==> src/rtl/cr_op_seq.sv <==
// rtl/cr_op_seq.sv - multi-cycle capability-op sequencer for CR0..CR3
//
// Accepts one capability op every four cycles and walks it through
// IDLE -> READ -> EXEC -> COMMIT. READ snapshots the source (port 1) and key
// (port 2) CRs. EXEC evaluates the tag, seal, bounds and permission checks
// against that snapshot. COMMIT pulses ow_done and writes the result fields.
// A faulting op writes nothing.
//
// Ports:
//   iw_clk, iw_rst          clock, synchronous active-high reset
//   iw_req / ow_ready       op handshake; a request is taken only while idle
//   iw_op, iw_src, iw_key,  op code, CR indices and operand; these are
//   iw_dst, iw_operand      sampled only in the accept cycle
//   ow_rd_addr1/2, iw_rd1_* register-file read ports (src / key)
//   iw_rd2_*
//   ow_wr_*                 single field-wise register-file write port
//   ow_done, ow_fault,      completion pulse and fault report
//   ow_fault_code
//
// Build option CR_SEAL_EN: when it is defined, CSEAL and CUNSEAL are
// implemented. When it is undefined, ops 3 and 4 fault as illegal, the
// key-side snapshot is not built, and ow_rd_addr2 is held at 0.

`ifndef HBIT_ADDR
`define HBIT_ADDR 47
`endif
`ifndef HBIT_DATA
`define HBIT_DATA 23
`endif
`ifndef HBIT_TGT_CR
`define HBIT_TGT_CR 1
`endif

module cr_op_seq (
  input  logic                  iw_clk,
  input  logic                  iw_rst,
  input  logic                  iw_req,
  output logic                  ow_ready,
  input  logic [2:0]            iw_op,
  input  logic [`HBIT_TGT_CR:0] iw_src,
  input  logic [`HBIT_TGT_CR:0] iw_key,
  input  logic [`HBIT_TGT_CR:0] iw_dst,
  input  logic [`HBIT_ADDR:0]   iw_operand,
  output logic [`HBIT_TGT_CR:0] ow_rd_addr1,
  output logic [`HBIT_TGT_CR:0] ow_rd_addr2,
  input  logic [`HBIT_ADDR:0]   iw_rd1_base,
  input  logic [`HBIT_ADDR:0]   iw_rd1_len,
  input  logic [`HBIT_ADDR:0]   iw_rd1_cur,
  input  logic [`HBIT_DATA:0]   iw_rd1_perms,
  input  logic [`HBIT_DATA:0]   iw_rd1_attr,
  input  logic                  iw_rd1_tag,
  input  logic [`HBIT_ADDR:0]   iw_rd2_base,
  input  logic [`HBIT_ADDR:0]   iw_rd2_len,
  input  logic [`HBIT_ADDR:0]   iw_rd2_cur,
  input  logic [`HBIT_DATA:0]   iw_rd2_perms,
  input  logic [`HBIT_DATA:0]   iw_rd2_attr,
  input  logic                  iw_rd2_tag,
  output logic [`HBIT_TGT_CR:0] ow_wr_addr,
  output logic                  ow_wr_en_base,
  output logic                  ow_wr_en_len,
  output logic                  ow_wr_en_cur,
  output logic                  ow_wr_en_perms,
  output logic                  ow_wr_en_attr,
  output logic                  ow_wr_en_tag,
  output logic [`HBIT_ADDR:0]   ow_wr_base,
  output logic [`HBIT_ADDR:0]   ow_wr_len,
  output logic [`HBIT_ADDR:0]   ow_wr_cur,
  output logic [`HBIT_DATA:0]   ow_wr_perms,
  output logic [`HBIT_DATA:0]   ow_wr_attr,
  output logic                  ow_wr_tag,
  output logic                  ow_done,
  output logic                  ow_fault,
  output logic [2:0]            ow_fault_code
);

  localparam int AW = `HBIT_ADDR + 1;
  localparam int DW = `HBIT_DATA + 1;

  localparam logic [2:0] OP_CINC    = 3'd0;
  localparam logic [2:0] OP_CSETBND = 3'd1;
  localparam logic [2:0] OP_CANDPRM = 3'd2;
  localparam logic [2:0] OP_CSEAL   = 3'd3;
  localparam logic [2:0] OP_CUNSEAL = 3'd4;
  localparam logic [2:0] OP_CMOVE   = 3'd5;
  localparam logic [2:0] OP_CCLRTAG = 3'd6;

  localparam logic [2:0] FC_NONE    = 3'd0;
  localparam logic [2:0] FC_TAG     = 3'd1;
  localparam logic [2:0] FC_SEALED  = 3'd2;
  localparam logic [2:0] FC_BOUNDS  = 3'd3;
  localparam logic [2:0] FC_PERM    = 3'd4;
  localparam logic [2:0] FC_ILLEGAL = 3'd5;
  localparam logic [2:0] FC_OTYPE   = 3'd6;

  // Write-enable vector order: {tag, attr, perms, cur, len, base}
  localparam logic [5:0] EN_CUR = 6'b000100;
  localparam logic [5:0] EN_TAG = 6'b100000;
  localparam logic [5:0] EN_ALL = 6'b111111;

  typedef enum logic [1:0] {S_IDLE, S_READ, S_EXEC, S_COMMIT} state_e;
  state_e state_q;

  logic [2:0]            op_q;
  logic [`HBIT_TGT_CR:0] dst_q;
  logic [AW-1:0]         opnd_q;

  logic [AW-1:0] s_base_q, s_len_q, s_cur_q;
  logic [DW-1:0] s_perms_q, s_attr_q;
  logic          s_tag_q;

  // Next-state results computed from the snapshot during EXEC
  logic [2:0]    code_d;
  logic [5:0]    en_d;
  logic [AW-1:0] base_d, len_d, cur_d;
  logic [DW-1:0] perms_d, attr_d;
  logic          tag_d;

  // Every bound is compared at AW+1 bits so that base+len cannot wrap
  logic [AW:0]   s_end;
  logic [AW-1:0] inc_cur;
  logic [AW:0]   sb_sum;
  assign s_end   = {1'b0, s_base_q} + {1'b0, s_len_q};
  assign inc_cur = s_cur_q + opnd_q;
  assign sb_sum  = {1'b0, s_cur_q} + {1'b0, opnd_q};

`ifdef CR_SEAL_EN
  logic [AW-1:0] k_base_q, k_len_q, k_cur_q;
  logic [DW-1:0] k_perms_q, k_attr_q;
  logic          k_tag_q;
  logic [AW:0]   k_end;
  logic          k_perm_bit;
  logic [2:0]    key_code;
  logic          unused_key_bits;

  assign k_end      = {1'b0, k_base_q} + {1'b0, k_len_q};
  // CSEAL needs the SEAL permission (bit 4); CUNSEAL needs UNSEAL (bit 5)
  assign k_perm_bit = (op_q == OP_CSEAL) ? k_perms_q[4] : k_perms_q[5];
  assign unused_key_bits = ^{k_perms_q[DW-1:6], k_perms_q[3:0], k_attr_q[DW-1:1]};

  // The key checks are shared by CSEAL and CUNSEAL. The key cursor must lie
  // in the half-open range [base, base+len).
  always_comb begin
    key_code = FC_NONE;
    if (!k_tag_q)                                          key_code = FC_TAG;
    else if (k_attr_q[0])                                  key_code = FC_SEALED;
    else if (!k_perm_bit)                                  key_code = FC_PERM;
    else if (k_cur_q < k_base_q || {1'b0, k_cur_q} >= k_end) key_code = FC_BOUNDS;
  end
`else
  logic unused_rd2;
  assign ow_rd_addr2 = '0;
  assign unused_rd2  = ^{iw_key, iw_rd2_base, iw_rd2_len, iw_rd2_cur,
                         iw_rd2_perms, iw_rd2_attr, iw_rd2_tag};
`endif

  always_comb begin
    code_d  = FC_NONE;
    en_d    = '0;
    base_d  = s_base_q;
    len_d   = s_len_q;
    cur_d   = s_cur_q;
    perms_d = s_perms_q;
    attr_d  = s_attr_q;
    tag_d   = s_tag_q;
    if (op_q != OP_CMOVE && op_q != OP_CCLRTAG && !s_tag_q) begin
      code_d = FC_TAG;
    end else if (op_q != OP_CMOVE && op_q != OP_CCLRTAG && op_q != OP_CUNSEAL
                 && s_attr_q[0]) begin
      code_d = FC_SEALED;
    end else begin
      case (op_q)
        OP_CINC: begin
          if (inc_cur < s_base_q || {1'b0, inc_cur} > s_end) begin
            code_d = FC_BOUNDS;
          end else begin
            cur_d = inc_cur;
            en_d  = EN_CUR;
          end
        end
        OP_CSETBND: begin
          // sb_sum[AW] is the carry out of cur+operand, which always faults
          if (s_cur_q < s_base_q || sb_sum[AW] || sb_sum > s_end) begin
            code_d = FC_BOUNDS;
          end else begin
            base_d = s_cur_q;
            len_d  = opnd_q;
            tag_d  = 1'b1;
            en_d   = EN_ALL;
          end
        end
        OP_CANDPRM: begin
          perms_d = s_perms_q & opnd_q[DW-1:0];
          en_d    = EN_ALL;
        end
`ifdef CR_SEAL_EN
        OP_CSEAL: begin
          if (key_code != FC_NONE) begin
            code_d = key_code;
          end else begin
            attr_d = {k_cur_q[15:0], 7'b0, 1'b1};
            en_d   = EN_ALL;
          end
        end
        OP_CUNSEAL: begin
          if (!s_attr_q[0])                          code_d = FC_SEALED;
          else if (key_code != FC_NONE)              code_d = key_code;
          else if (s_attr_q[DW-1:8] != k_cur_q[15:0]) code_d = FC_OTYPE;
          else begin
            attr_d = '0;
            en_d   = EN_ALL;
          end
        end
`endif
        OP_CMOVE: en_d = EN_ALL;
        OP_CCLRTAG: begin
          tag_d = 1'b0;
          en_d  = EN_TAG;
        end
        default: code_d = FC_ILLEGAL;
      endcase
    end
  end

  always_ff @(posedge iw_clk) begin
    if (iw_rst) begin
      state_q        <= S_IDLE;
      ow_ready       <= 1'b1;
      op_q           <= '0;
      dst_q          <= '0;
      opnd_q         <= '0;
      ow_rd_addr1    <= '0;
      s_base_q       <= '0;
      s_len_q        <= '0;
      s_cur_q        <= '0;
      s_perms_q      <= '0;
      s_attr_q       <= '0;
      s_tag_q        <= 1'b0;
`ifdef CR_SEAL_EN
      ow_rd_addr2    <= '0;
      k_base_q       <= '0;
      k_len_q        <= '0;
      k_cur_q        <= '0;
      k_perms_q      <= '0;
      k_attr_q       <= '0;
      k_tag_q        <= 1'b0;
`endif
      ow_wr_addr     <= '0;
      ow_wr_en_base  <= 1'b0;
      ow_wr_en_len   <= 1'b0;
      ow_wr_en_cur   <= 1'b0;
      ow_wr_en_perms <= 1'b0;
      ow_wr_en_attr  <= 1'b0;
      ow_wr_en_tag   <= 1'b0;
      ow_wr_base     <= '0;
      ow_wr_len      <= '0;
      ow_wr_cur      <= '0;
      ow_wr_perms    <= '0;
      ow_wr_attr     <= '0;
      ow_wr_tag      <= 1'b0;
      ow_done        <= 1'b0;
      ow_fault       <= 1'b0;
      ow_fault_code  <= FC_NONE;
    end else begin
      case (state_q)
        S_IDLE: begin
          if (iw_req) begin
            op_q        <= iw_op;
            dst_q       <= iw_dst;
            opnd_q      <= iw_operand;
            ow_rd_addr1 <= iw_src;
`ifdef CR_SEAL_EN
            ow_rd_addr2 <= iw_key;
`endif
            ow_ready    <= 1'b0;
            state_q     <= S_READ;
          end
        end
        S_READ: begin
          s_base_q  <= iw_rd1_base;
          s_len_q   <= iw_rd1_len;
          s_cur_q   <= iw_rd1_cur;
          s_perms_q <= iw_rd1_perms;
          s_attr_q  <= iw_rd1_attr;
          s_tag_q   <= iw_rd1_tag;
`ifdef CR_SEAL_EN
          k_base_q  <= iw_rd2_base;
          k_len_q   <= iw_rd2_len;
          k_cur_q   <= iw_rd2_cur;
          k_perms_q <= iw_rd2_perms;
          k_attr_q  <= iw_rd2_attr;
          k_tag_q   <= iw_rd2_tag;
`endif
          state_q   <= S_EXEC;
        end
        S_EXEC: begin
          // Register results so that COMMIT presents them for exactly one cycle
          ow_done        <= 1'b1;
          ow_fault       <= (code_d != FC_NONE);
          ow_fault_code  <= code_d;
          ow_wr_addr     <= dst_q;
          ow_wr_en_base  <= (code_d == FC_NONE) & en_d[0];
          ow_wr_en_len   <= (code_d == FC_NONE) & en_d[1];
          ow_wr_en_cur   <= (code_d == FC_NONE) & en_d[2];
          ow_wr_en_perms <= (code_d == FC_NONE) & en_d[3];
          ow_wr_en_attr  <= (code_d == FC_NONE) & en_d[4];
          ow_wr_en_tag   <= (code_d == FC_NONE) & en_d[5];
          ow_wr_base     <= base_d;
          ow_wr_len      <= len_d;
          ow_wr_cur      <= cur_d;
          ow_wr_perms    <= perms_d;
          ow_wr_attr     <= attr_d;
          ow_wr_tag      <= tag_d;
          state_q        <= S_COMMIT;
        end
        default: begin
          ow_done        <= 1'b0;
          ow_fault       <= 1'b0;
          ow_fault_code  <= FC_NONE;
          ow_wr_en_base  <= 1'b0;
          ow_wr_en_len   <= 1'b0;
          ow_wr_en_cur   <= 1'b0;
          ow_wr_en_perms <= 1'b0;
          ow_wr_en_attr  <= 1'b0;
          ow_wr_en_tag   <= 1'b0;
          ow_ready       <= 1'b1;
          state_q        <= S_IDLE;
        end
      endcase
    end
  end

endmodule

==> config.mk <==
export PLATFORM = sky130hd
export DESIGN_NAME = cr_op_seq
export DESIGN_NICKNAME = d
export VERILOG_FILES = /design/src/rtl/cr_op_seq.sv
export SDC_FILE = /design/constraint.sdc
export NUM_CORES = 1
export LEC_CHECK = 0
export ABC_AREA = 0
export BUFFER_PORTS_ARGS = -buffer_cell sky130_fd_sc_hd__buf_2
export CORE_AREA = 2 2 252 254
export DETAILED_ROUTE_END_ITERATION = 8
export DIE_AREA = 0 0 254 256
export PLACE_DENSITY = 0.68
export SLEW_MARGIN = 20
export SYNTH_ARGS = -nofsm -noshare
export SYNTH_HDL_FRONTEND = slang
export SYNTH_SLANG_ARGS = --single-unit
==> constraint.sdc <==
create_clock -name iw_clk -period 7.4 [get_ports iw_clk]
set_clock_uncertainty 0.2 [all_clocks]
set_input_delay 0.37 -clock iw_clk [delete_from_list [all_inputs] [get_ports iw_clk]]
set_output_delay 0.37 -clock iw_clk [all_outputs]
set_load 0.05 [all_outputs]
# Word level (Yosys, flattened, before mapping)
# Cells that the tools add are included.
# classes
n_addsub	3
multipliers	0
n_div	0
n_lt_le_gt_ge	4
n_eq_ne	10
shift	0
muxes	42
bitwise	8
reduce_logical	18
# op_table
operator	count
2-to-1 mux 48 bit	12
adder 48 x 48 -> 49 bit	2
< comparator 48 bit	2
2-to-1 mux 24 bit	3
> comparator 48 x 49 -> 1 bit	1
> comparator 49 bit	1
adder 48 bit	1
bitwise AND 24 bit	1
one-hot mux 6 bit (4 select lines)	1
one-hot mux 1 bit (2 select lines)	10
2-to-1 mux 6 bit	3
2-to-1 mux 3 bit	3
!= test 3 bit, second input constant	3
one-hot mux 3 bit (3 select lines)	1
bitwise AND 1 bit	6
equality test 3 bit, second input constant	2
zero test 3 bit	2
2-to-1 mux 2 bit	3
one-hot mux 2 bit (3 select lines)	1
one-hot mux 3 bit (2 select lines)	1
OR reduction 2 bit	3
logical AND 1 bit	4
2-to-1 mux 1 bit	4
AND reduction 2 bit	2
other kinds (11)	13
# totals
reg_bits	457
latch_bits	0
ramBits	0
romBits	0
inputBits	446
output_inout_bits	211
wordCells	113
n_memories	0

# Depth between registers and ports, before layout
# Gate-level depths: netlist (run 1).
# depth
ltp_word	10
depth_mapped	28
mapped_depth_nobuf	26

# Least setup slack after synthesis (run 1)
# OpenSTA, ideal clock, no wires.
# synth_path
path_kind	register -> register
from	register s_base_q[14]
to	register ow_wr_en_cur
setup_time_ps	120
t_arrival_ps	5362
t_required_ps	7080
path_slack_ps	1718
path_stages_with_launch	27
n_path_buf	3
synth_period_minus_slack_ps	5682
path_cell_list	dfxtp_1 -> ha_1 -> clkbuf_1 -> a21oi_1 -> o21ai_0 -> a21o_1 -> a221o_1 -> o2bb2ai_1 -> o31ai_1 -> a21oi_1 -> a41o_1 -> o41a_1 -> a21oi_1 -> o21bai_1 -> xnor2_1 -> ha_1 -> nand3_1 -> nor3_1 -> nand2_1 -> or4_1 -> a22oi_1 -> nand2b_1 -> a31oi_4 -> buf_6 -> buf_8 -> a311oi_1 -> o21ai_1
# synth_between
elab_chain_cells	10
elab_cells_between_ends	21
cone_classes	add/sub: 1; order compare: 4; mux: 11; bitwise: 1; reduce/logical: 4
# synth_rtl
item	line_no	source
start, declared	107	logic [AW-1:0] s_base_q, s_len_q, s_cur_q;
start signal, assigned	279	s_base_q <= iw_rd1_base;
adder 48 x 48 -> 49 bit / < comparator 48 bit (equally long branches)	122, 182	
> comparator 49 bit (tied with other cells)	182	if (s_cur_q < s_base_q || sb_sum[AW] || sb_sum > s_end) begin
logical OR 1 bit, on equally long branches	182, 173	
2-to-1 mux 2 bit, on equally long branches	182, 173	
one-hot mux 3 bit (3 select lines)	171	case (op_q)
2-to-1 mux 3 bit	167	end else if (op_q != OP_CMOVE && op_q != OP_CCLRTAG && op_q != OP_CUNSEAL
2-to-1 mux 3 bit	165	if (op_q != OP_CMOVE && op_q != OP_CCLRTAG && !s_tag_q) begin
zero test 3 bit	303	ow_wr_en_cur <= (code_d == FC_NONE) & en_d[2];
bitwise AND 1 bit (*)	303	
one-hot mux 1 bit (2 select lines) (*)	264	case (state_q)
end signal, assigned	303	
end, declared	61	output logic ow_wr_en_cur,
# Every way passes the cells marked *; elsewhere a longest branch is shown, timed or not.
# A chain may end at the register's enable or synchronous reset.

# Final worst setup path (run 1)
# layout_path
from	register opnd_q[6]
to	register ow_wr_base[27]
# layout_between
elab_chain_cells	7
elab_cells_between_ends	8
cone_classes	add/sub: 1; order compare: 1; mux: 4; reduce/logical: 2
# layout_rtl
item	line_no	source
start, declared	105	logic [AW-1:0] opnd_q;
start signal, assigned	269	opnd_q <= iw_operand;
adder 48 x 48 -> 49 bit (*)	124	assign sb_sum = {1'b0, s_cur_q} + {1'b0, opnd_q};
> comparator 49 bit / logical OR 1 bit (equally long branches)	182	
logical OR 1 bit (*)	182	
2-to-1 mux 48 bit (*)	182	
2-to-1 mux 48 bit (*)	171	
2-to-1 mux 48 bit (*)	167	
2-to-1 mux 48 bit (*)	165	
end signal, assigned	307	ow_wr_base <= base_d;
end, declared	65	output logic [`HBIT_ADDR:0] ow_wr_base,
# Marked as above.

==> results.md, run 1 <==
- Status: finished, final reports clean
- CTS resizes: 0
- Clock Latency Late Sink: 0.61 ns
- Final slew viol count: 0
- Fin nets: 4,390
- Maximum fanout along the worst path: 44
- Flops & latches, synth: 454
- Max Fclk: 148 MHz
- Pwr dens: 399 mW/mm^2
- Drt total wl: 96.5 mm
- Final Setup Violations: 0
- CTS max path bufs: 3
- DIE AREA: 0.0650 sq mm
- Mapped Cells: 3,082
- Remaining global-route overflow: 0
- Clock root cell: clkbuf_16
- Worst path arrival time: 7.04 ns
- Most common cell after layout, fill and taps aside: buf_2
- Crit path max-delay family: compound AO/OA/AOI/OAI gates
- WL/cell: 21.0 microns
- Die height: 256 microns
- DRC: 0
- Buffers on Ports: 459
- Sequential-to-total area share from yosys stat: 34.7%
- First-pass DRT Iterations: 6
- Cell area after synthesis: 0.0262 sq mm
- Boundary pin count: 657
- Critical Path Max Stage Delay: 0.50 ns
- Syn-to-layout area delta: 27.4%
- Synth Warn #: 0
- Syn_area_per_cell: 8.50 sq um
- Cells along the critical path: ha_1 > a21oi_1 > o21ai_0 > a221o_1 > a221oi_1 > buf_4 > o31a_1 > o211ai_1 > o21ai_0 > a21oi_1 > a21boi_0 > xnor2_1 > ha_1 > nand4_1 > nor3_1 > nand2_1 > or4_1 > nand2_1 > a31oi_2 > a21boi_4 > buf_12 > buf_4 > nand3_1 > a311oi_1
- Hold Vio Cnt, Final: 0
- Via density: 5.59
- Hold Path Class: input pin to flop
- Placeable core region: 0.0624 sq mm
- Via count: 25,700
- Initial antenna violation count: 4
- RSZ-0062 raised after global routing: false
- Layout cell share with drive strength beyond 1: 16.5%
- Vias in the first global route: 24,600
- CTS H-tree depth: 2
- Fin Hold WS: 0.00333 ns
- Bufs and invs on worst path: 3
- 1st-iter DRT viols: 1,742
- Peak supply drop: 0.282 mV
- CP startpoint: opnd_q[6]
- P_leak: 14.2 nW
- First-pass GRT wire length: 146 mm
- Dpl hpwl: 68.7 mm
- Max cap viols: 0
- Remaining antenna violation count after routing: 0
- Tcrit/Tclk final: 91.2%
- Most frequent cells in the layout: buf_2, dfxtp_1, nor2_1, mux2i_1, dlygate4sd3_1
- Main area contributors after synthesis: dfxtp_1, ha_1, mux2i_1
- Worst Max-Slew Pin Slew: 1.08 ns
- Top_reg_cell synth: dfxtp_1
- Placer Congestion: 0.963
- Worst Hold Launch: iw_rst
- Setup crit end kind: flop
- TritonCTS clock tree: done
- Slew margin rel.: 28.2%
- Initial core utilization: 42.0%
- Sum Neg Setup Slack: 0 ns
- Clock slew at reported path FFs: 0.06 ns
- Rows: 92
- Crit start category: flop
- Pin count of the biggest net entering global routing: 177
- Post-synth EDFFs: 0
- Die Wd: 254 microns
- Setup CP Type: flop to flop
- Top cell type by total area after synthesis: dfxtp_1
- Asr flop ratio synth: 0%
- CP Data Required Time: 7.70 ns
- Cts bufs inserted: 50
- Count of cell types in the netlist: 79
- Area share of the largest cell type after synthesis: 34.7%
- Reg2reg start: opnd_q[6]
- CP max stage cell: or4_1
- Tot GR Track Use: 28.6%
- Clk sinks: 454
- Shortest period the worst path allows: 6.75 ns
report_power, final:
| part | internal [mW] | switching, mW |
|---|---|---|
| Combinational | 2.49 | 4.64 |
| Sequential | 3.10 | 0.632 |
| Clock | 1.38 | 1.08 |
worst register-to-register path, delay by kind of cell (launching register included):
| family | cells | cell delay, ns |
|---|---|---|
| compound gates | 12 | 2.99 |
| xor+xnor | 1 | 0.19 |
| fa+ha+maj | 2 | 0.69 |
| buf+inv | 3 | 0.80 |
| flops | 1 | 0.47 |
| simple gates | 6 | 1.31 |
final timing paths:
kind | endpoint | slack, ns | cells after the start
worst min register to register | ow_wr_perms[8] | 0.27 | 2
worst min-delay path | ow_wr_addr[0] | 0.003 | 2
worst max-delay path | ow_wr_base[27] | 0.65 | 24
worst max register to register | ow_wr_base[27] | 0.65 | 24
cells in the mapped netlist, types with 4 or more instances:
master and number:
dfxtp_1 454, nor2_1 438, mux2i_1 270, ha_1 239
a21oi_1 221, nand2_1 200, clkbuf_1 144, o21ai_0 132
nand3_1 126, a311oi_1 98, inv_1 88, a21o_1 82
a211oi_1 62, nand2b_1 49, xnor2_1 47, nand4_1 42
o21ai_1 38, xor2_1 37, o211ai_1 36, buf_1 30
nor3_1 24, o21bai_1 22, o21a_1 18, and3_1 17
nor2b_1 15, a31oi_1 12, buf_4 12, o31ai_1 9
and4_1 8, buf_2 7, a21boi_0 6, and2_1 6
buf_6 5, nor4_1 5, o2111ai_1 5, a2111oi_0 4
a211o_1 4, a221o_1 4, a221oi_1 4, o31a_1 4
or2_2 4
logic make-up (layout without fill, tap and decap cells):
group,count (synthesis),after routing,share of synthesized area (%)
XOR/XNOR,84,84,2.81
AND/OR/NAND/NOR,953,953,16.2
AO/OA/AOI/OAI,792,792,19.9
adder cells (fa/ha/maj),241,241,11.6
multiplexers,270,270,10.3
flip-flops,454,454,34.7
other,1,5,0.0143
buffers and inverters,287,946,4.50
layout make-up:
| type | instances | area, sq um |
|---|---|---|
| timing repair buffer | 767 | 5330 |
| fill | 5862 | 29000 |
| multi-input combinational | 2342 | 16000 |
| sequential | 454 | 9090 |
| inverter | 88 | 330 |
| antenna | 3 | 7.51 |
| clock inverter | 19 | 169 |
| clock buffer | 72 | 1420 |
| tap | 846 | 1060 |
registers in the layout (all words and copies together), names as in the netlist, 2 cells and up:
name / flops
opnd_q: 48
ow_wr_base: 48
ow_wr_cur: 48
ow_wr_len: 48
s_base_q: 48
s_cur_q: 48
s_len_q: 48
attr_d: 24
ow_wr_attr: 24
ow_wr_perms: 24
s_perms_q: 24
op_q: 3
ow_fault_code: 3
dst_q: 2
ow_rd_addr1: 2
ow_wr_addr: 2
state_q: 2
through the flow:
stage               cell area (sq um)  worst slack [ns]  utilization (%)  total power, mW  cells
detailed placement              29300             0.508             46.9             10.7   4244
global route                    33400             0.221             53.5             14.1   4591
finish                          33400             0.654             53.5             13.3   4591
CTS                             33400             0.449             53.5             13.3   4584
floorplan                       26200              1.72                -             8.64   3083
global placement                29300             0.545             46.9             10.6   4244
timing repair:
item / 4_1_cts / 5_1_grt
setup buffers: 0 / 4
endpoints found under the hold margin: 251 / 0
hold buffers: 249 / 0
endpoints found under the setup margin: 0 / 1
metal layers:
metal	global-route usage (%)	wire, microns	up-vias
li1	-	-	12400
met3	6.23	7210	162
met2	46.9	44600	913
met5	0	11	-
met1	37.2	41800	12200
met4	9.17	2830	2
(Power assumes the default switching activity.)
==> run 2, diff against run 1 <==
--- a/config.mk
+++ b/config.mk
@@ -7,9 +7,9 @@
 export LEC_CHECK = 0
 export ABC_AREA = 0
 export BUFFER_PORTS_ARGS = -buffer_cell sky130_fd_sc_hd__buf_2
-export CORE_AREA = 2 2 252 254
+export CORE_AREA = 4 4 254 256
 export DETAILED_ROUTE_END_ITERATION = 8
-export DIE_AREA = 0 0 254 256
+export DIE_AREA = 0 0 258 260
 export PLACE_DENSITY = 0.68
 export SLEW_MARGIN = 20
 export SYNTH_ARGS = -nofsm -noshare
==> results.md, run 2 (synthesis results as in run 1) <==
- Status: finished, final reports clean (unchanged)
- Pin count of the biggest net entering global routing: 190 (was 177)
- RR Endpoint: ow_wr_base[30] (was ow_wr_base[27])
- TritonCTS clock tree: done (unchanged)
- Via density: 5.56 (was 5.59)
- Final slew viol count: 0 (unchanged)
- Dpl hpwl: 70.0 mm (was 68.7 mm)
- Fin nets: 4,385 (was 4,390)
- Maximum fanout along the worst path: 50 (was 44)
- First-pass DRT Iterations: 5 (was 6)
- Finished Layout Cells: 4,590 (was 4,591)
- Setup crit end kind: flop (unchanged)
- Reg area: 0.00909 sq mm (unchanged)
- Sum Neg Setup Slack: 0 ns (unchanged)
- First-pass GRT wire length: 148 mm (was 146 mm)
- Clock Latency Late Sink: 0.62 ns (was 0.61 ns)
- Via count: 25,500 (was 25,700)
- Crit start category: flop (unchanged)
- CP Data Required Time: 7.67 ns (was 7.70 ns)
- Max cap viols: 0 (unchanged)
- Die Wd: 258 microns (was 254 microns)
- Placer Congestion: 0.961 (was 0.963)
- Final core occ: 53.6% (was 53.5%)
- Reg2reg start: s_base_q[1] (was opnd_q[6])
- Clock root cell: clkbuf_16 (unchanged)
- Die height: 260 microns (was 256 microns)
- Clk sinks: 454 (unchanged)
- Rows: 92 (unchanged)
- CTS resizes: 0 (unchanged)
- Final Setup Violations: 0 (unchanged)
- Drt total wl: 97.6 mm (was 96.5 mm)
- CTS max path bufs: 3 (unchanged)
- 1st-iter DRT viols: 2,225 (was 1,742)
- Most frequent cells in the layout: buf_2, dfxtp_1, nor2_1, mux2i_1, dlygate4sd3_1 (unchanged)
- Most common cell after layout, fill and taps aside: buf_2 (unchanged)
- WL/cell: 21.3 microns (was 21.0 microns)
- Initial core utilization: 41.9% (was 42.0%)
- Worst Max-Slew Pin Slew: 1.07 ns (was 1.08 ns)
- Slew margin rel.: 28.7% (was 28.2%)
- Tot GR Track Use: 27.8% (was 28.6%)
- Pwr dens: 402 mW/mm^2 (was 399 mW/mm^2)
- Layout cell share with drive strength beyond 1: 16.5% (about the same)
- Initial antenna violation count: 7 (was 4)
- Total power: 13.5 mW (was 13.3 mW)
- RSZ-0062 raised after global routing: false (unchanged)
- Remaining antenna violation count after routing: 0 (unchanged)
- Hold Vio Cnt, Final: 0 (unchanged)
- CTS H-tree depth: 2 (unchanged)
- Worst Hold Launch: iw_rst (unchanged)
- Hold Path Class: input pin to flop (unchanged)
- Buffers on Ports: 459 (unchanged)
- Max Fclk: 144 MHz (was 148 MHz)
- Critical Path Max Stage Delay: 0.55 ns (was 0.50 ns)
- Tcrit/Tclk final: 94.0% (was 91.2%)
- DRC: 0 (unchanged)
- Vias in the first global route: 24,300 (was 24,600)
- DIE AREA: 0.0671 sq mm (was 0.0650 sq mm)
- Placed cell areas: 0.0293 sq mm (about the same)
- Syn-to-layout area delta: 27.8% (was 27.4%)
- Worst path most repeated cell: a21oi_1
- Peak supply drop: 0.321 mV (was 0.282 mV)
- Boundary pin count: 657 (unchanged)
- Reg2Reg Depth: 25 (was 24)
- Setup CP Type: flop to flop (unchanged)
- Placed Cells: 4,242 (was 4,244)
- Multi-input gate area: 0.0160 sq mm (about the same)
- Worst reg2reg setup slack: 0.44 ns (was 0.65 ns)
- Clock slew at reported path FFs: 0.06 ns (about the same)
- Remaining global-route overflow: 0 (unchanged)
- Worst Hold Path EP: ow_wr_attr[2] (was ow_wr_addr[0])
- # fillers: 5,803 (was 5,862)
- Final Cell Area: 0.0335 sq mm (was 0.0334 sq mm)
- Cts bufs inserted: 51 (was 50)
- Worst path arrival time: 7.23 ns (was 7.04 ns)
- Shortest period the worst path allows: 6.96 ns (was 6.75 ns)
- P_leak: 14.2 nW (about the same)
- Placeable core region: 0.0625 sq mm (was 0.0624 sq mm)
- Number of cells on the worst hold path: 2 (unchanged)
- CP max stage cell: o31ai_1 (was or4_1)
-- run 2: cell type report --
type	instances	share of cell area, %
multi-input cells	2342	47.8
flip-flops and latches	454	27.1
repair buffers	761	15.8
clock buffers	75	4.38
well taps	846	3.16
inverters	88	0.987
clock inverters	17	0.658
diodes	7	0.0523
-- run 2: metal layers --
metal / up-vias / global-route usage [%] / part of all wire [%]
li1: 12400 / - / -
met1: 12000 / 37.5 / 44
met2: 961 / 44.0 / 44
met3: 181 / 7.04 / 8.5
met4: 2 / 8.15 / 3.1
met5: - / 0 / 0.013
-- run 2: worst max-delay path by stage --
| stage | start | end | slack, ns |
|---|---|---|---|
| final | s_base_q[1] | ow_wr_base[30] | 0.44 |
| after global routing | s_base_q[1] | ow_wr_base[30] | 0.09 |
| after CTS | s_base_q[1] | ow_wr_cur[14] | 0.60 |
| after detailed placement | s_base_q[14] | ow_wr_cur[17] | 0.66 |
| after global placement | s_base_q[1] | ow_wr_cur[17] | 0.68 |
| after floorplan | s_base_q[14] | ow_wr_en_cur | 1.72 |
-- run 2: critical path, delay by kind of cell, from the launching register on --
family / cells / cell delay (ns)
flip-flops: 1 / 0.40
AND/OR/NAND/NOR: 6 / 1.35
AO/OA/AOI/OAI: 14 / 3.64
XOR/XNOR: 1 / 0.14
adder cells (fa/ha/maj): 2 / 0.55
buffers and inverters: 2 / 0.44
-- run 2: through the flow --
stage	setup slack (ns)	hold slack, ns
detailed placement	0.660	0.246
finish	0.441	0.0399
CTS	0.597	0.0230
global placement	0.677	0.238
global route	0.0888	0.0464
floorplan	1.72	0.236
-- run 2: report_power, final --
group,switching [mW],internal [mW]
logic,4.67,2.47
clock network,1.09,1.51
registers,0.608,3.10
total,6.37,7.08
-- run 2: timing repair --
| item | in CTS | in global routing |
|---|---|---|
| setup buffers | 0 | 0 |
| hold buffers | 249 | 0 |
| hold endpoints to repair | 251 | 0 |
==> run 3, diff against run 2 <==
--- a/config.mk
+++ b/config.mk
@@ -5,12 +5,12 @@
 export SDC_FILE = /design/constraint.sdc
 export NUM_CORES = 1
 export LEC_CHECK = 0
-export ABC_AREA = 0
-export BUFFER_PORTS_ARGS = -buffer_cell sky130_fd_sc_hd__buf_2
+export ABC_AREA = 1
 export CORE_AREA = 4 4 254 256
 export DETAILED_ROUTE_END_ITERATION = 8
 export DIE_AREA = 0 0 258 260
-export PLACE_DENSITY = 0.68
+export DONT_BUFFER_PORTS = 1
+export PLACE_DENSITY = 0.58
 export SLEW_MARGIN = 20
 export SYNTH_ARGS = -nofsm -noshare
 export SYNTH_HDL_FRONTEND = slang
==> results.md, run 3 <==
- Die Wd: 258 microns (unchanged)
- CP startpoint: opnd_q[2] (was s_base_q[1])
- First-pass DRT Iterations: 8 (was 5)
- Reg area: 0.00909 sq mm (about the same)
- Reg2Reg Depth: 32 (was 25)
- Final Setup Violations: 0 (unchanged)
- Placed cell areas: 0.0266 sq mm (was 0.0293 sq mm)
- Most common cell after layout, fill and taps aside: nand2_1 (was buf_2)
- Crit path to: ow_wr_len[13] (was ow_wr_base[30])
- Placed Cells: 4,353 (was 4,242)
- Die height: 260 microns (unchanged)
- Layout cell share with drive strength beyond 1: 4.65% (was 16.5%)
- CP Data Required Time: 7.63 ns (was 7.67 ns)
- Top_reg_cell synth: dfxtp_1 (unchanged)
- Pin count of the biggest net entering global routing: 197 (was 190)
- Worst Max-Slew Pin Slew: 1.13 ns (was 1.07 ns)
- Maximum fanout along the worst path: 126 (was 50)
- Critical Path Max Stage Delay: 0.46 ns (was 0.55 ns)
- Drt total wl: 94.8 mm (was 97.6 mm)
- Worst path arrival time: 7.05 ns (was 7.23 ns)
- Pwr dens: 471 mW/mm^2 (was 402 mW/mm^2)
- 1st-iter DRT viols: 2,200 (was 2,225)
- Fin Hold WS: 0.00505 ns (was 0.0399 ns)
- Buffers on Ports: 0 (was 459)
- DIE AREA: 0.0671 sq mm (unchanged)
- Vias in the first global route: 24,000 (was 24,300)
- First-pass GRT wire length: 143 mm (was 148 mm)
- Mapped Cells: 3,669 (was 3,082)
- WL/cell: 20.2 microns (was 21.3 microns)
- RR Endpoint: ow_wr_len[13] (was ow_wr_base[30])
- Slew margin rel.: 23.8% (was 28.7%)
- Final Cell Area: 0.0308 sq mm (was 0.0335 sq mm)
- Placer Congestion: 0.940 (was 0.961)
- Syn_area_per_cell: 7.11 sq um (was 8.50 sq um)
- Boundary pin count: 657 (unchanged)
- Syn-to-layout area delta: 18.2% (was 27.8%)
- Tot GR Track Use: 27.0% (was 27.8%)
- # fillers: 6,334 (was 5,803)
- Cell area after synthesis: 0.0261 sq mm (was 0.0262 sq mm)
- Rows: 92 (unchanged)
- Initial core utilization: 41.7% (was 41.9%)
- Cts bufs inserted: 52 (was 51)
- Most frequent cells after synthesis: nand2_1, a21oi_1, dfxtp_1, nor2_1, inv_1 (was dfxtp_1, nor2_1, mux2i_1, ha_1, a21oi_1)
- DRC: 0 (unchanged)
- Main area contributors after synthesis: dfxtp_1, ha_1, a21oi_1 (was dfxtp_1, ha_1, mux2i_1)
- Clock slew at reported path FFs: 0.06 ns (about the same)
- Final slew viol count: 0 (unchanged)
- Remaining antenna violation count after routing: 0 (unchanged)
- Remaining global-route overflow: 0 (unchanged)
- CTS max path bufs: 3 (unchanged)
- Finished Layout Cells: 4,702 (was 4,590)
- Area share of the largest cell type after synthesis: 34.8% (was 34.7%)
- Most frequent cells in the layout: nand2_1, a21oi_1, dfxtp_1, nor2_1, inv_1 (was buf_2, dfxtp_1, nor2_1, mux2i_1, dlygate4sd3_1)
- TritonCTS clock tree: done (unchanged)
- Most common cell in the synthesized netlist: nand2_1 (was dfxtp_1)
- Dpl hpwl: 69.5 mm (was 70.0 mm)
- Count of cell types in the netlist: 50 (was 79)
- Tcrit/Tclk final: 92.1% (was 94.0%)
- Hold Vio Cnt, Final: 0 (unchanged)
- Setup crit end kind: flop (unchanged)
- Clock Latency Late Sink: 0.60 ns (was 0.62 ns)
- Flops & latches, synth: 454 (unchanged)
- Max Fclk: 147 MHz (was 144 MHz)
- Crit start category: flop (unchanged)
- Top cell type by total area after synthesis: dfxtp_1 (unchanged)
- Worst reg2reg setup slack: 0.58 ns (was 0.44 ns)
- RSZ-0062 raised after global routing: false (unchanged)
- Post-synth EDFFs: 0 (unchanged)
- Clock root cell: clkbuf_16 (unchanged)
- Fin nets: 4,498 (was 4,385)
- Clk sinks: 454 (unchanged)
- Sum Neg Setup Slack: 0 ns (unchanged)
- Via count: 25,200 (was 25,500)
- Reg2reg start: opnd_q[2] (was s_base_q[1])
- P_leak: 13.2 nW (was 14.2 nW)
- Shortest period the worst path allows: 6.82 ns (was 6.96 ns)
- Sequential-to-total area share from yosys stat: 34.8% (was 34.7%)
- Postcts setup bufs: 0 (unchanged)
- Asr flop ratio synth: 0% (unchanged)
- Total power: 14.5 mW (was 13.5 mW)
- Multi-input gate area: 0.0147 sq mm (was 0.0160 sq mm)
- CTS H-tree depth: 2 (unchanged)
- Max cap viols: 0 (unchanged)
- Initial antenna violation count: 6 (was 7)
- Placeable core region: 0.0625 sq mm (unchanged)
- Synth Warn #: 0 (unchanged)
- CP max stage cell: buf_16 (was o31ai_1)
- Setup CP Type: flop to flop (unchanged)
- Hold Path Class: input pin to flop (unchanged)
- Peak supply drop: 0.309 mV (was 0.321 mV)
- Via density: 5.35 (was 5.56)
- Status: finished, final reports clean (unchanged)
-- run 3: cell types whose count changed after synthesis, sizes merged, moves of 49 or more --
| cell | delta |
|---|---|
| nand2 | +416 |
| a211oi | -58 |
| mux2i | -270 |
| a21oi | +383 |
| o21ai | +283 |
| a311oi | -99 |
| inv | +291 |
| nand2b | -49 |
| a21o | -71 |
| nor2 | -58 |
-- run 3: routing by layer --
metal / vias to the layer above / share of wire [%] / global-route usage [%]
li1: 12600 / - / -
met1: 11600 / 47 / 38.1
met2: 836 / 42 / 40.2
met3: 136 / 9.2 / 7.37
met4: 4 / 2.7 / 7.76
met5: - / 0.028 / 0
-- run 3: power by group --
group          leakage [nW]  switching [mW]  internal, mW
registers              3.72            1.52          3.19
logic                  8.66            4.71          2.44
clock network         0.854            1.11          1.56
total                  13.2            7.34          7.19
-- run 3: cells by family (layout without fill, tap and decap cells) --
family / Yosys count / count (layout) / share of synthesized area [%]
fa+ha+maj: 241 / 241 / 11.6
buf+inv: 568 / 750 / 8.78
compound gates: 1177 / 1177 / 24.2
xor+xnor: 88 / 88 / 2.95
simple gates: 1140 / 1140 / 17.6
flops: 454 / 454 / 34.8
other cells: 1 / 6 / 0.0144
-- run 3: critical path, delay by kind of cell (launching register included) --
family | cells | cell delay [ns]
adders and majority gates | 2 | 0.68
DFF | 1 | 0.37
buffers and inverters | 3 | 0.77
xor gates and xnor gates | 1 | 0.25
AOI/OAI and AO/OA | 12 | 2.75
and+or+nand+nor | 14 | 1.56
-- run 3: worst min path at each step --
stage	from	to	slack [ns]	cells past startpoint
2_1_floorplan	s_perms_q[0]	ow_wr_perms[0]	0.24	2
3_3_place_gp	s_perms_q[15]	ow_wr_perms[15]	0.25	2
3_5_place_dp	s_perms_q[18]	ow_wr_perms[18]	0.25	2
4_1_cts	iw_rst	ow_ready	0.06	2
5_1_grt	iw_rst	s_base_q[45]	0.09	3
6_report	iw_rst	ow_wr_en_cur	0.005	3
-- run 3: per-stage QoR --
| stage | worst slack, ns | util (%) |
|---|---|---|
| after floorplan | 2.48 | - |
| after global placement | 0.704 | 42.5 |
| after detailed placement | 0.685 | 42.5 |
| after CTS | 0.633 | 49.3 |
| after global routing | 0.00773 | 49.3 |
| final | 0.582 | 49.4 |
-- run 3: what timing repair did --
action / CTS / global route
setup endpoints to repair: 0 / 2
gates resized for setup: 0 / 1
hold buffers: 250 / 0
endpoints found under the hold margin: 402 / 0
-- run 3: final cells by class --
class	count	share of cell area (%)
diodes	4	0.0324
clock buffers	65	4.67
clock inverters	30	1.02
inverters	381	4.71
multi-input cells	2648	47.8
flip-flops and latches	454	29.5
well taps	846	3.43
repair buffers	274	8.90
